File: src/rtl/deflate_bit_packer.sv
// LSB-first bit packer: appends 0..32-bit codes into a 64-bit staging buffer and
// emits 32-bit words over valid/ready, draining a zero-padded tagged final word.
module deflate_bit_packer (
  input  logic        clk,
  input  logic        rst,
  input  logic        in_valid,
  output logic        in_ready,
  input  logic [31:0] in_code,
  input  logic [5:0]  in_len,
  input  logic        in_last,
  output logic        out_valid,
  input  logic        out_ready,
  output logic [31:0] out_data,
  output logic        out_last,
  output logic [5:0]  out_nbits
);

  typedef enum logic {RUN, DRAIN} state_t;

  state_t      state;
  logic [63:0] stage;
  logic [5:0]  fill;

  logic        out_fire;
  logic        in_fire;
  logic [63:0] len_mask;
  logic [63:0] code_bits;
  logic [63:0] base;
  logic [5:0]  base_fill;
  logic [63:0] stage_next;
  logic [5:0]  fill_next;

  always_comb begin
    out_valid = (fill >= 6'd32) || (state == DRAIN);
    out_last  = (state == DRAIN) && (fill <= 6'd32);
    out_nbits = out_last ? fill : 6'd32;
    out_data  = stage[31:0];
    out_fire  = out_valid && out_ready;
    in_ready  = !rst && (state == RUN) && ((fill < 6'd32) || out_fire);
    in_fire   = in_valid && in_ready;
  end

  // A leaving word is shifted out before the new code lands, so the insert
  // position is the post-shift fill.
  always_comb begin
    len_mask  = (64'd1 << in_len) - 64'd1;
    code_bits = {32'd0, in_code} & len_mask;
    if (out_fire) begin
      base      = {32'd0, stage[63:32]};
      base_fill = out_last ? 6'd0 : fill - 6'd32;
    end else begin
      base      = stage;
      base_fill = fill;
    end
    stage_next = base;
    fill_next  = base_fill;
    if (in_fire) begin
      stage_next = base | (code_bits << base_fill);
      fill_next  = base_fill + in_len;
    end
  end

  always_ff @(posedge clk) begin
    if (rst) begin
      state <= RUN;
      stage <= '0;
      fill  <= '0;
    end else begin
      stage <= stage_next;
      fill  <= fill_next;
      case (state)
        RUN:   if (in_fire && in_last) state <= DRAIN;
        DRAIN: if (out_fire && out_last) state <= RUN;
        default: state <= RUN;
      endcase
    end
  end

endmodule

File: config.mk
export PLATFORM = sky130hd
export DESIGN_NAME = deflate_bit_packer
export DESIGN_NICKNAME = d
export VERILOG_FILES = /design/src/rtl/deflate_bit_packer.sv
export SDC_FILE = /design/constraint.sdc
export NUM_CORES = 1
export LEC_CHECK = 0
export BUFFER_PORTS_ARGS = -buffer_cell sky130_fd_sc_hd__buf_2
export CAP_MARGIN = 5
export CORE_ASPECT_RATIO = 1.1
export CORE_MARGIN = 5
export CORE_UTILIZATION = 45
export CTS_CLUSTER_SIZE = 40
export DETAILED_ROUTE_END_ITERATION = 8
export PLACE_DENSITY = 0.73
export SLEW_MARGIN = 20
export SYNTH_ARGS = -nofsm -noshare
export SYNTH_HDL_FRONTEND = slang
export SYNTH_SLANG_ARGS = --single-unit
File: constraint.sdc
create_clock -name clk -period 5.6 [get_ports clk]
set_input_delay 0.84 -clock clk [delete_from_list [all_inputs] [get_ports clk]]
set_output_delay 0.84 -clock clk [all_outputs]
set_load 0.01 [all_outputs]
Word level (Yosys, flattened, before mapping)
Index checks and enable logic that the tools add are counted.
- bits in registers: 71
- input port bits: 43
- output and inout bits: 41
- word-level logic and storage cells: 33
- add/sub/neg operators: 3
- $lt $le $gt $ge: 3
- shifts and indexed selects: 2
- multiplexer cells: 9
- bitwise operators: 3
- reduce and logical (&&, ||, !) cells: 10
- operators with widths (cell ; count):
    two-way mux 64 bit ; 2
    bitwise AND 32 x 64 -> 64 bit ; 1
    bitwise OR 64 bit ; 1
    left shift 1 x 6 -> 64 bit (first input constant) ; 1
    left shift 64 x 6 -> 64 bit ; 1
    subtractor 64 x 1 -> 64 bit (second input constant) ; 1
    two-way mux 6 bit ; 4
    logical AND 1 bit ; 7
    adder 6 bit ; 1
    >= comparator 6 bit (second input constant) ; 1
    <= comparator 6 bit (second input constant) ; 1
    < comparator 6 bit (second input constant) ; 1
    subtractor 6 bit (second input constant) ; 1
    logical OR 1 bit ; 2
    two-way mux 1 bit ; 2
    one-hot mux 1 bit (2 select lines) ; 1
    zero test 1 bit ; 1
    inverter 1 bit ; 1

Longest topological paths before layout
- depth in word-level cells: 9
- mapped depth: 15
- gate-level depth less buffers: 12

Least setup slack after synthesis
OpenSTA, ideal clock, no wires.
- path type: input -> register
- start point: input port in_len[3]
- end point: register stage[43]
- arrival: 3.430 ns
- required time: 5.478 ns
- path slack: 2.049 ns
- stages on the path: 13
- path buffers: 4
- path through: buf_6 -> buf_4 -> nor4_4 -> nand2_1 -> ha_1 -> clkbuf_1 -> clkbuf_1 -> o211ai_1 -> a21oi_1 -> or3_1 -> a2bb2oi_1 -> mux2i_1 -> a221o_1
- cells in the longest elaborated chain, start to end: 6
- RTL lines (item ; line ; RTL):
    from (decl) ; 9 ; input logic [5:0] in_len,
    left shift 1 x 6 -> 64 bit ; 46 ; len_mask = (64'd1 << in_len) - 64'd1;
    subtractor 64 x 1 -> 64 bit ; 46 ;
    bitwise AND 32 x 64 -> 64 bit ; 47 ; code_bits = {32'd0, in_code} & len_mask;
    left shift 64 x 6 -> 64 bit ; 58 ; stage_next = base | (code_bits << base_fill);
    bitwise OR 64 bit ; 58 ;
    two-way mux 64 bit ; 57 ; if (in_fire) begin
    to (signal assigned) ; 69 ; stage <= stage_next;
    to (decl) ; 21 ; logic [63:0] stage;
No other way between the ends.
A chain may end at the register's enable or synchronous reset.

Final worst setup path
- start point: input port in_len[5]
- end point: register stage[23]
The elaborated chain is that of the path after synthesis.

==> impl_metrics.sql <==
INSERT INTO impl_metrics (metric_group, metric, value, unit) VALUES
('worst_setup_path', 'critPathLaunchType', 'input port', ''),
('final_layout', 'number_of_non_filler_instances_in_the_completed_layout', '1136', ''),
('grt', 'groute.usage.overall', '0.279', ''),
('floorplan', 'core_area', '0.0150', 'mm^2'),
('synth', 'synthesis.instances', '938', ''),
('timing', 'fin_worst_hold_slack', '0.449', 'ns'),
('floorplan', 'design.portCount', '84', ''),
('synth', 'yosys-top-cells-count', 'nand2_1 (115), dfxtp_1 (71), nor2_1 (71), o21ai_0 (68), a21oi_1 (49)', ''),
('grt', 'vias_in_the_first_global_route', '7009', ''),
('worst_setup_path', 'critical-path-top-delay-family', 'compound AO/OA/AOI/OAI gates', ''),
('synth', 'post_synth_num_cell_types', '97', ''),
('timing', 'rsz0062_at_grt', 'false', ''),
('synth', 'post-synth-top-area-fraction', '0.208', ''),
('cts', 'cts-buffers-inserted', '9', ''),
('cts', 'clk_path_buf_depth', '2', ''),
('worst_setup_path', 'worst-path-buf-inv', '2', ''),
('timing', 'worstMarginPinSlew', '0.995', 'ns'),
('timing', 'slew_headroom', '0.335', ''),
('synth', 'synthTopCellsByArea', 'dfxtp_1 (21%), nand2_1 (6.3%), o21ai_0 (5.0%)', ''),
('synth', 'biggest_area_consumer_among_synthesized_cells', 'dfxtp_1', ''),
('grt', 'grt_first_pass_wirelength', '40000', 'um'),
('floorplan', 'dieWidth', '128', 'um'),
('floorplan', 'start_util', '0.456', ''),
('place', 'dp.cells', '1120', ''),
('worst_setup_path', 'crit_path_cell_trace', 'buf_2 -> nor2_1 -> nand3_1 -> ha_1 -> inv_1 -> a211o_1 -> a211oi_1 -> nor3_1 -> o32ai_1 -> mux2i_1 -> o32ai_1', ''),
('synth', 'synth-seq-area-share', '0.208', ''),
('route', 'routed_wirelength', '25500', 'um'),
('power_and_ir_drop', 'ir_drop', '0.000143', 'V'),
('synth', 'syn_area', '0.00685', 'mm^2'),
('timing', 'fmaxAchievable', '238', 'MHz'),
('power_and_ir_drop', 'power_density', '238', 'mW/mm^2'),
('cts', 'total_setup_buffers_inserted_after_cts', '0', ''),
('timing', 'postLayoutSetupSlackWorst', '1.39', 'ns'),
('synth', 'synth.ff_latch_count', '71', ''),
('floorplan', 'die_area', '0.0178', 'mm^2'),
('timing', 'post-route-min-period', '4.21', 'ns'),
('route', 'dr.first_iter.drc_count', '1056', ''),
('floorplan', 'num_rows', '47', ''),
('final_layout', 'final_design_instance_area_without_fill', '0.00735', 'mm^2'),
('outcome', 'status', 'completed', ''),
('final_layout', 'synthToLayoutAreaGrowth', '7.33', '%'),
('place', 'globalplace.congestion', '1.06', ''),
('cts', 'clock_insertion_delay_worst_skew', '0.34', 'ns'),
('synth', 'synthMostInstantiatedCell', 'nand2_1', ''),
('cts', 'cts_max_level', '3', ''),
('job', 'cap_viol_max_count', '0', ''),
('cts', 'clk_root_buffer_cell', 'clkbuf_16', ''),
('place', 'port_buffers', '83', ''),
('synth', 'number_of_enable_flip_flop_cells_after_synthesis', '0', ''),
('worst_setup_path', 'crit_path_max_fanout', '42', ''),
('cts', 'postCtsHoldBufs', '0', ''),
('route', 'dr_total_vias', '7818', ''),
('grt', 'initial_antenna_violation_count', '0', ''),
('timing', 'finalCritPeriodShare', '0.752', ''),
('synth', 'asr_flop_ratio_synth', '0', ''),
('timing', 'setup_total_negative_slack', '0', 'ns'),
('worst_setup_path', 'worst-setup-path-type', 'input port to flop', ''),
('synth', 'ys_warn_count', '0', ''),
('synth', 'postSynth.topFlopCell', 'dfxtp_1', ''),
('place', 'place_ws', '1.18', 'ns'),
('final_layout', 'n_antenna_cell', '0', ''),
('timing', 'drv_slew', '0', ''),
('cts', 'clock_transition_at_the_registers_of_the_reported_paths', '0.06', 'ns'),
('route', 'drc', '0', ''),
('min_path', 'min-delay-path-class', 'flop to flop', ''),
('final_layout', 'num-nets-final', '986', ''),
('power_and_ir_drop', 'power.leakage', '2.78', 'nW'),
('route', 'routed_via_density', '6.88', ''),
('timing', 'fin_skew', '0.00839', 'ns'),
('worst_setup_path', 'crit_path_end_kind', 'flop', ''),
('route', 'drt_pre_antenna_iters', '6', '');
## cell type report
class,instances,area (um^2),share of cell area
sequential,71,1420,0.193
tap,196,245,0.0334
inverter,20,75.1,0.0102
clock inverter,7,95.1,0.0129
clock buffer,9,225,0.0307
multi-input combinational,730,4720,0.642
timing repair buffer,103,566,0.0770
## layout by cell type (no fill, tap or decap), drive strengths merged, types with 6 or more instances in the layout
cell / count
xnor2: 8
o31ai: 19
clkbuf: 9
o221ai: 11
a211oi: 20
o22ai: 17
o2111ai: 9
a31oi: 31
nor3: 22
a22o: 10
mux2: 8
a211o: 7
nand4: 12
nor2b: 6
nor2: 72
and3: 8
nor4: 10
o21a: 6
o32ai: 10
buf: 103
a21oi: 49
dfxtp: 71
ha: 7
o211ai: 25
mux2i: 23
and2: 9
a21o: 8
or2: 6
nand2: 115
nand3: 30
o21ai: 75
a22oi: 8
inv: 21
## worst paths after layout
path,start,end,slack (ns),cells past startpoint
max,in_len[5],stage[23],1.39,11
max reg2reg,fill[5],stage[53],2.25,10
min reg2reg,stage[55],stage[55],0.45,2
min,stage[55],stage[55],0.45,2
## cells by family after synthesis
| logic type | synth area share |
|---|---|
| adder cells (fa/ha/maj) | 0.0157 |
| AND/OR/NAND/NOR | 0.226 |
| XOR/XNOR | 0.0102 |
| flip-flops | 0.208 |
| AO/OA/AOI/OAI | 0.387 |
| multiplexers | 0.0501 |
| buffers and inverters | 0.103 |
## stage by stage
stage	util	power (mW)
final	0.490	1.75
after global routing	0.490	1.83
after CTS	0.490	1.74
after detailed placement	0.469	1.13
after global placement	0.469	1.12
after floorplan	-	0.977
## state kept, by name, summed over array words and instances (netlist names)
name and count:
fill 6, state 1, stage 64
## tightest hold or removal path, stage by stage (launching register included)
cell	delay [ns]
dfxtp_1	0.32
nand2_1	0.05
o31ai_1	0.05
## power by group
part / internal (mW) / switching, mW
clock: 0.390 / 0.224
combinational: 0.188 / 0.390
sequential: 0.538 / 0.0203
## layer usage
metal  share of wire  track usage  up-vias
li1                -            -     3551
met1            0.41        0.393     3621
met2            0.43        0.420      562
met3            0.11       0.0464       84
met4           0.042        0.116        0
met5               0            0        -
(Power assumes the default switching activity.)
